[src/rtl/instruction_fetch_unit_if.sv]
// Fetch-unit bus bundle: instruction-memory read port plus the IR handoff to decode.
// master = fetch unit, slave = memory/decode side.
interface instruction_fetch_unit_if #(
    parameter int unsigned ADDR_W = 7,
    parameter int unsigned DATA_W = 32
);
    logic              Mem_req;
    logic [ADDR_W-1:0] Mem_addr;
    logic              Mem_ack;
    logic [DATA_W-1:0] Mem_rdata;
    logic [DATA_W-1:0] IR;
    logic [ADDR_W-1:0] IR_PC;
    logic              IR_valid;
    logic              IR_ready;

    modport master (
        output Mem_req, Mem_addr, IR, IR_PC, IR_valid,
        input  Mem_ack, Mem_rdata, IR_ready
    );

    modport slave (
        input  Mem_req, Mem_addr, IR, IR_PC, IR_valid,
        output Mem_ack, Mem_rdata, IR_ready
    );
endinterface

[src/rtl/instruction_fetch_unit.sv]
// Instruction fetch stage: reads the word at PC over a req/ack memory port, holds it in IR
// for decode (valid/ready), and pulses PC_enable once per delivered instruction.
module instruction_fetch_unit #(
    parameter int unsigned ADDR_W = 7,
    parameter int unsigned DATA_W = 32,
    parameter int unsigned CNT_W  = 16
) (
    input  logic             Clock,
    input  logic             Reset_n,
    input  logic [31:0]      PC,
    output logic             PC_enable,
    input  logic             Flush,
    output logic [CNT_W-1:0] Fetch_count,
    instruction_fetch_unit_if.master bus
);

    typedef enum logic [2:0] {StStart, StReq, StSettle, StHold, StDrain} state_e;

    state_e state_q, state_d;

    logic              mem_req_q, mem_req_d;
    logic [ADDR_W-1:0] mem_addr_q, mem_addr_d;
    logic [DATA_W-1:0] ir_q, ir_d;
    logic [ADDR_W-1:0] ir_pc_q, ir_pc_d;
    logic              ir_valid_q, ir_valid_d;
    logic              pc_enable_q, pc_enable_d;
    logic [CNT_W-1:0]  fetch_count_q, fetch_count_d;

    // Upper PC bits are deliberately ignored.
    logic unused_pc_hi;
    assign unused_pc_hi = ^PC[31:ADDR_W];

    // State register.
    always_ff @(posedge Clock or negedge Reset_n) begin
        if (!Reset_n) begin
            state_q <= StStart;
        end else begin
            state_q <= state_d;
        end
    end

    // Next-state logic.
    always_comb begin
        state_d = state_q;
        unique case (state_q)
            StStart:  state_d = Flush ? StStart : StReq;
            StReq: begin
                if (bus.Mem_ack && Flush) begin
                    state_d = StStart;
                end else if (Flush) begin
                    state_d = StDrain;
                end else if (bus.Mem_ack) begin
                    state_d = StSettle;
                end
            end
            StSettle: state_d = Flush ? StStart : StHold;
            StHold: begin
                // IR_valid already low means decode took it during SETTLE.
                if (Flush) begin
                    state_d = StStart;
                end else if (!ir_valid_q || bus.IR_ready) begin
                    state_d = StReq;
                end
            end
            StDrain:  state_d = bus.Mem_ack ? StStart : StDrain;
            default:  state_d = StStart;
        endcase
    end

    // Next values of the registered outputs.
    always_comb begin
        mem_req_d     = mem_req_q;
        mem_addr_d    = mem_addr_q;
        ir_d          = ir_q;
        ir_pc_d       = ir_pc_q;
        ir_valid_d    = ir_valid_q;
        pc_enable_d   = 1'b0;
        fetch_count_d = fetch_count_q;
        unique case (state_q)
            StStart: begin
                if (Flush) begin
                    ir_valid_d = 1'b0;
                end else begin
                    mem_addr_d = PC[ADDR_W-1:0];
                    mem_req_d  = 1'b1;
                end
            end
            StReq: begin
                if (bus.Mem_ack) begin
                    mem_req_d = 1'b0;
                    // A flush in the ack cycle discards the word.
                    if (!Flush) begin
                        ir_d          = bus.Mem_rdata;
                        ir_pc_d       = mem_addr_q;
                        ir_valid_d    = 1'b1;
                        pc_enable_d   = 1'b1;
                        fetch_count_d = fetch_count_q + CNT_W'(1);
                    end
                end
            end
            StSettle: begin
                if (Flush || (ir_valid_q && bus.IR_ready)) begin
                    ir_valid_d = 1'b0;
                end
            end
            StHold: begin
                if (Flush) begin
                    ir_valid_d = 1'b0;
                end else if (!ir_valid_q || bus.IR_ready) begin
                    ir_valid_d = 1'b0;
                    mem_addr_d = PC[ADDR_W-1:0];
                    mem_req_d  = 1'b1;
                end
            end
            StDrain: begin
                if (bus.Mem_ack) begin
                    mem_req_d = 1'b0;
                end
            end
            default: begin
                mem_req_d  = 1'b0;
                ir_valid_d = 1'b0;
            end
        endcase
    end

    // Output registers.
    always_ff @(posedge Clock or negedge Reset_n) begin
        if (!Reset_n) begin
            mem_req_q     <= 1'b0;
            mem_addr_q    <= '0;
            ir_q          <= '0;
            ir_pc_q       <= '0;
            ir_valid_q    <= 1'b0;
            pc_enable_q   <= 1'b0;
            fetch_count_q <= '0;
        end else begin
            mem_req_q     <= mem_req_d;
            mem_addr_q    <= mem_addr_d;
            ir_q          <= ir_d;
            ir_pc_q       <= ir_pc_d;
            ir_valid_q    <= ir_valid_d;
            pc_enable_q   <= pc_enable_d;
            fetch_count_q <= fetch_count_d;
        end
    end

    assign bus.Mem_req  = mem_req_q;
    assign bus.Mem_addr = mem_addr_q;
    assign bus.IR       = ir_q;
    assign bus.IR_PC    = ir_pc_q;
    assign bus.IR_valid = ir_valid_q;
    assign PC_enable    = pc_enable_q;
    assign Fetch_count  = fetch_count_q;

endmodule

[src/flat_wrapper.sv]
// flat-port wrapper written by rule: the top's interface ports become plain ports
module instruction_fetch_unit_flat 
#(
    parameter int unsigned ADDR_W = 7,
    parameter int unsigned DATA_W = 32,
    parameter int unsigned CNT_W  = 16
)
  (Clock, Reset_n, PC, PC_enable, Flush, Fetch_count, bus_Mem_req, bus_Mem_addr, bus_IR, bus_IR_PC, bus_IR_valid, bus_Mem_ack, bus_Mem_rdata, bus_IR_ready);
  instruction_fetch_unit_if #(.ADDR_W(ADDR_W), .DATA_W(DATA_W)) bus_i ();
  input  logic Clock;
  input  logic Reset_n;
  input  logic [31:0] PC;
  output logic PC_enable;
  input  logic Flush;
  output logic [CNT_W-1:0] Fetch_count;
  output wire logic [$bits(bus_i.Mem_req)-1:0] bus_Mem_req;
  output wire logic [$bits(bus_i.Mem_addr)-1:0] bus_Mem_addr;
  output wire logic [$bits(bus_i.IR)-1:0] bus_IR;
  output wire logic [$bits(bus_i.IR_PC)-1:0] bus_IR_PC;
  output wire logic [$bits(bus_i.IR_valid)-1:0] bus_IR_valid;
  input wire logic [$bits(bus_i.Mem_ack)-1:0] bus_Mem_ack;
  input wire logic [$bits(bus_i.Mem_rdata)-1:0] bus_Mem_rdata;
  input wire logic [$bits(bus_i.IR_ready)-1:0] bus_IR_ready;
  assign bus_Mem_req = bus_i.Mem_req;
  assign bus_Mem_addr = bus_i.Mem_addr;
  assign bus_IR = bus_i.IR;
  assign bus_IR_PC = bus_i.IR_PC;
  assign bus_IR_valid = bus_i.IR_valid;
  assign bus_i.Mem_ack = bus_Mem_ack;
  assign bus_i.Mem_rdata = bus_Mem_rdata;
  assign bus_i.IR_ready = bus_IR_ready;
  instruction_fetch_unit #(.ADDR_W(ADDR_W), .DATA_W(DATA_W), .CNT_W(CNT_W)) u_core (.Clock(Clock), .Reset_n(Reset_n), .PC(PC), .PC_enable(PC_enable), .Flush(Flush), .Fetch_count(Fetch_count), .bus(bus_i));
endmodule
[config.mk]
export PLATFORM = sky130hd
export DESIGN_NAME = instruction_fetch_unit_flat
export DESIGN_NICKNAME = d
export VERILOG_FILES = /design/src/rtl/instruction_fetch_unit_if.sv /design/src/rtl/instruction_fetch_unit.sv /design/src/flat_wrapper.sv
export SDC_FILE = /design/constraint.sdc
export NUM_CORES = 1
export LEC_CHECK = 0
export CAP_MARGIN = 25
export CORE_ASPECT_RATIO = 0.7
export CORE_UTILIZATION = 37
export DETAILED_ROUTE_END_ITERATION = 6
export PLACE_DENSITY = 0.82
export SLEW_MARGIN = 15
export SYNTH_ARGS = -nofsm -noshare
export SYNTH_HDL_FRONTEND = slang
export SYNTH_SLANG_ARGS = --single-unit
[constraint.sdc]
create_clock -name Clock -period 1.7 [get_ports Clock]
set_input_delay 0.34 -clock Clock [delete_from_list [all_inputs] [get_ports Clock]]
set_output_delay 0.34 -clock Clock [all_outputs]
set_load 0.03 [all_outputs]
==> metrics.md <==
| Metric | Value |
|---|---|
| Final net count | `~390` |
| Pwr dens | `between 1000 and 1500 nW/µm²` |
| Final global-route overflow total | `0` |
| Final worst path period need | `around 1700 ps` |
| Root Driver | `clkbuf_8` |
| Clk_lat worst skew | `~330 ps` |
| Cell Rows | `26` |
| # clock sinks | `68` |
| Delay-heaviest family, CP | `buffers and inverters` |
| Worst Tran Pin Value | `~350 ps` |
| Hold buffer count at cts | `0` |
| Crit end category | `flip-flop` |
| Synth async-reset ratio | `1.00` |
| Inst Count DP | `~400` |
| Global-route wire length before repair | `9.79 mm` |
| Final Hold Viols | `0` |
| WL per Instance | `14.7 µm` |
| Area grow syn2layout | `51.8%` |
| Fmax | `approximately 600 MHz` |
| I/O pins | `134` |
| Clk buf depth | `2` |
| Register clock-pin slew on the reported worst setup and hold paths | `80 ps` |
| Primary FF master, synth | `dfrtp_1` |
| Vias per cell | `4.70` |
| Clk_skew | `8.34 ps` |
| Fraction of layout cells with a size suffix above 1 | `0.273` |
| Post-synthesis cell type count | `34` |
| Max_cap viols | `0` |
| Crit Path Class | `in -> reg` |
| Pre-antenna DRT Iters | `4` |
| Mapped cell area | `between 2000 and 3000 µm²` |
| GRT Total Usage | `0.165` |
| R2R depth | `4` |
| CTS H-Tree Depth | `3` |
| Port buffer count | `between 100 and 150` |
| Die height | `roughly 75 µm` |
| Worst Path Max Fanout | `18` |
| CP arrival | `~1900 ps` |
| Worst slew margin | `0.764` |
| Core box area | `~7300 µm²` |
| Vias in the first global route | `a little under 2,000` |
| 1st-iter DRT viols | `between 50 and 60` |
| Startpoint Class | `primary input` |
| Design Power | `around 0.0061 W` |
| Final period utilization | `0.971` |
| Number of synthesized flops with an enable pin | `0` |
| Cell Count, Final, Fillers Out | `between 400 and 500` |
| Final wirelength | `6.16 mm` |
| Routability cong. | `0.692` |
| Syn_nets | `between 200 and 300` |
| TNS Setup | `0 ps` |
| Min-Delay Path Class | `in -> async` |
| Synth warnings | `0` |
| Die area | `approximately 7900 µm²` |
| Status | `finished, final reports clean` |
| CTS tree | `yes` |
| Register area share after synthesis | `0.608` |
| Starting Density | `0.383` |
| Postcts setup bufs | `0` |
| Dpl hpwl | `4.22 mm` |
| Post-Synthesis Cells | `between 150 and 200` |
| Post-synthesis register bit count | `between 60 and 70` |
| CP startpoint | `bus_Mem_ack` |
| Final WS setup | `roughly 50 ps` |
| Reg2reg start | `u_core.state_q[1]` |
| Worst vdd ir | `a little over 0.7 mV` |
| RSZ-0062 raised after global routing | `false` |
| Slowest stage cell, crit path | `clkdlybuf4s50_1` |
| CP Buf/Inv Count | `2` |
| Slowest Stage Delay on Critical Path | `~540 ps` |
| CP Cell Sequence | `clkdlybuf4s50_1, nand4bb_4, or2_4, inv_6, mux2_2` |
| Inserted Clock Buffers | `9` |
| # DRC | `0` |
| Via count | `slightly below 2,000` |
| Leakage | `slightly above 2 nW` |
| Pins over their slew limit | `0` |
| Worst reg2reg endpoint | `u_core.bus.IR[1]` |
| R2R setup slack | `roughly 150 ps` |
| Die W | `106 µm` |
| Setup WS pre-CTS | `-388 ps` |
| Initial antenna violation count | `0` |
| Post-route antenna net violation count | `0` |
| ANT cells | `0` |
| Worst Path Required | `1920 ps` |
| FILL cells | `approximately 660` |
| Syn_area_per_cell | `14.7 µm²` |
| Final Setup Violations | `0` |
| Worst Hold Margin | `about 26 ps` |
| Largest net degree at the start of global routing | `69` |
-- metrics by stage --
step | instance area, µm² | utilization
after floorplan | 2810 | -
after global routing | 4250 | 0.581
after global placement | 4060 | 0.554
final | 4250 | 0.581
after detailed placement | 4060 | 0.554
after CTS | 4240 | 0.580
-- worst reg2reg max path: cells and delay by family (launching register included) --
family                 cells  cell delay (ps)
DFF                        1              380
buffers and inverters      1              200
muxes                      1              360
and+or+nand+nor            2              500
-- worst max-delay path by stage --
stage / depth (start not counted) / endpoint / slack, ps
final: 5 / u_core.bus.IR[1] / 50
after global routing: 7 / u_core.Fetch_count[14] / 6
after CTS: 1 / bus_IR[12] / 2
after detailed placement: 5 / u_core.bus.IR[31] / -390
after global placement: 5 / u_core.bus.IR[0] / -350
after floorplan: 7 / u_core.bus.IR[0] / -30
-- cell usage after synthesis (2+ instances only) --
master,number,area (µm²)
o21ai_0,3,15.0
nand3_1,5,25.0
clkbuf_1,2,7.51
nor4_2,2,25.0
and3_1,4,25.0
nand4_1,3,18.8
mux2_2,48,541
buf_6,4,45.0
nor2_1,3,11.3
nand2_1,8,30.0
inv_1,3,11.3
nor3_1,4,20.0
xnor2_1,11,96.3
dfrtp_1,68,1700
xor2_1,3,26.3
-- per-layer routing --
| layer | global-route usage | wire (µm) | share of wire |
|---|---|---|---|
| met5 | 0 | 0 | 0 |
| met4 | 0.0556 | 65 | 0.011 |
| met3 | 0.0701 | 491 | 0.080 |
| met1 | 0.204 | 2780 | 0.45 |
| met2 | 0.267 | 2820 | 0.46 |
-- cell families (layout without fill, tap and decap cells) --
group,count (synthesis),after routing,share of synthesized area
AO/OA/AOI/OAI,10,10,0.0250
XOR/XNOR,15,15,0.0496
adder cells (fa/ha/maj),1,1,0.00447
buffers and inverters,11,143,0.0322
flip-flops,68,68,0.608
multiplexers,48,48,0.193
AND/OR/NAND/NOR,37,37,0.0880
-- area by class of cell --
type                       count  area (µm²)  area share
clock inverter                 5        82.6      0.0194
sequential                    68        1700       0.400
multi-input combinational    111        1030       0.242
tap                           98         123      0.0288
timing repair buffer         122        1130       0.265
timing repair inverter         1        8.76     0.00206
inverter                       4        31.3     0.00736
clock buffer                  11         151      0.0356
-- sequential cells by signal, summed over array words and instances (netlist names) --
| name | cells |
|---|---|
| u_core.bus.IR | 32 |
| u_core.Fetch_count | 16 |
| u_core.bus.IR_PC | 7 |
| u_core.bus.Mem_addr | 7 |
| u_core.state_q | 3 |
| u_core.PC_enable | 1 |
| u_core.bus.IR_valid | 1 |
| u_core.bus.Mem_req | 1 |
-- cell usage in the layout (no fill, tap or decap), drive strengths merged, types with 3 or more instances in the layout --
| cell | Yosys | layout |
|---|---|---|
| buf | 5 | 15 |
| dfrtp | 68 | 68 |
| dlymetal6s2s | 0 | 4 |
| nand3 | 5 | 5 |
| xnor2 | 12 | 12 |
| clkdlybuf4s50 | 0 | 41 |
| xor2 | 3 | 3 |
| and3 | 4 | 4 |
| nor3 | 4 | 4 |
| inv | 4 | 6 |
| nor2 | 3 | 3 |
| nand4 | 4 | 4 |
| nand2 | 8 | 8 |
| clkbuf | 2 | 11 |
| dlygate4sd2 | 0 | 62 |
| mux2 | 48 | 48 |
| o21ai | 4 | 4 |
-- report_power, final --
part / internal (W) / switching, W / leakage (nW)
combinational: 0.000900 / 0.00134 / 1.07
sequential: 0.00205 / 0.000250 / 0.842
clock: 0.000911 / 0.000603 / 0.120
-- what timing repair did --
action,CTS,global route
resized for setup,64,6
cloned,1,0
pin swaps,0,1
setup endpoints to repair,93,11
No activity file was read; power rests on OpenSTA's default activity.
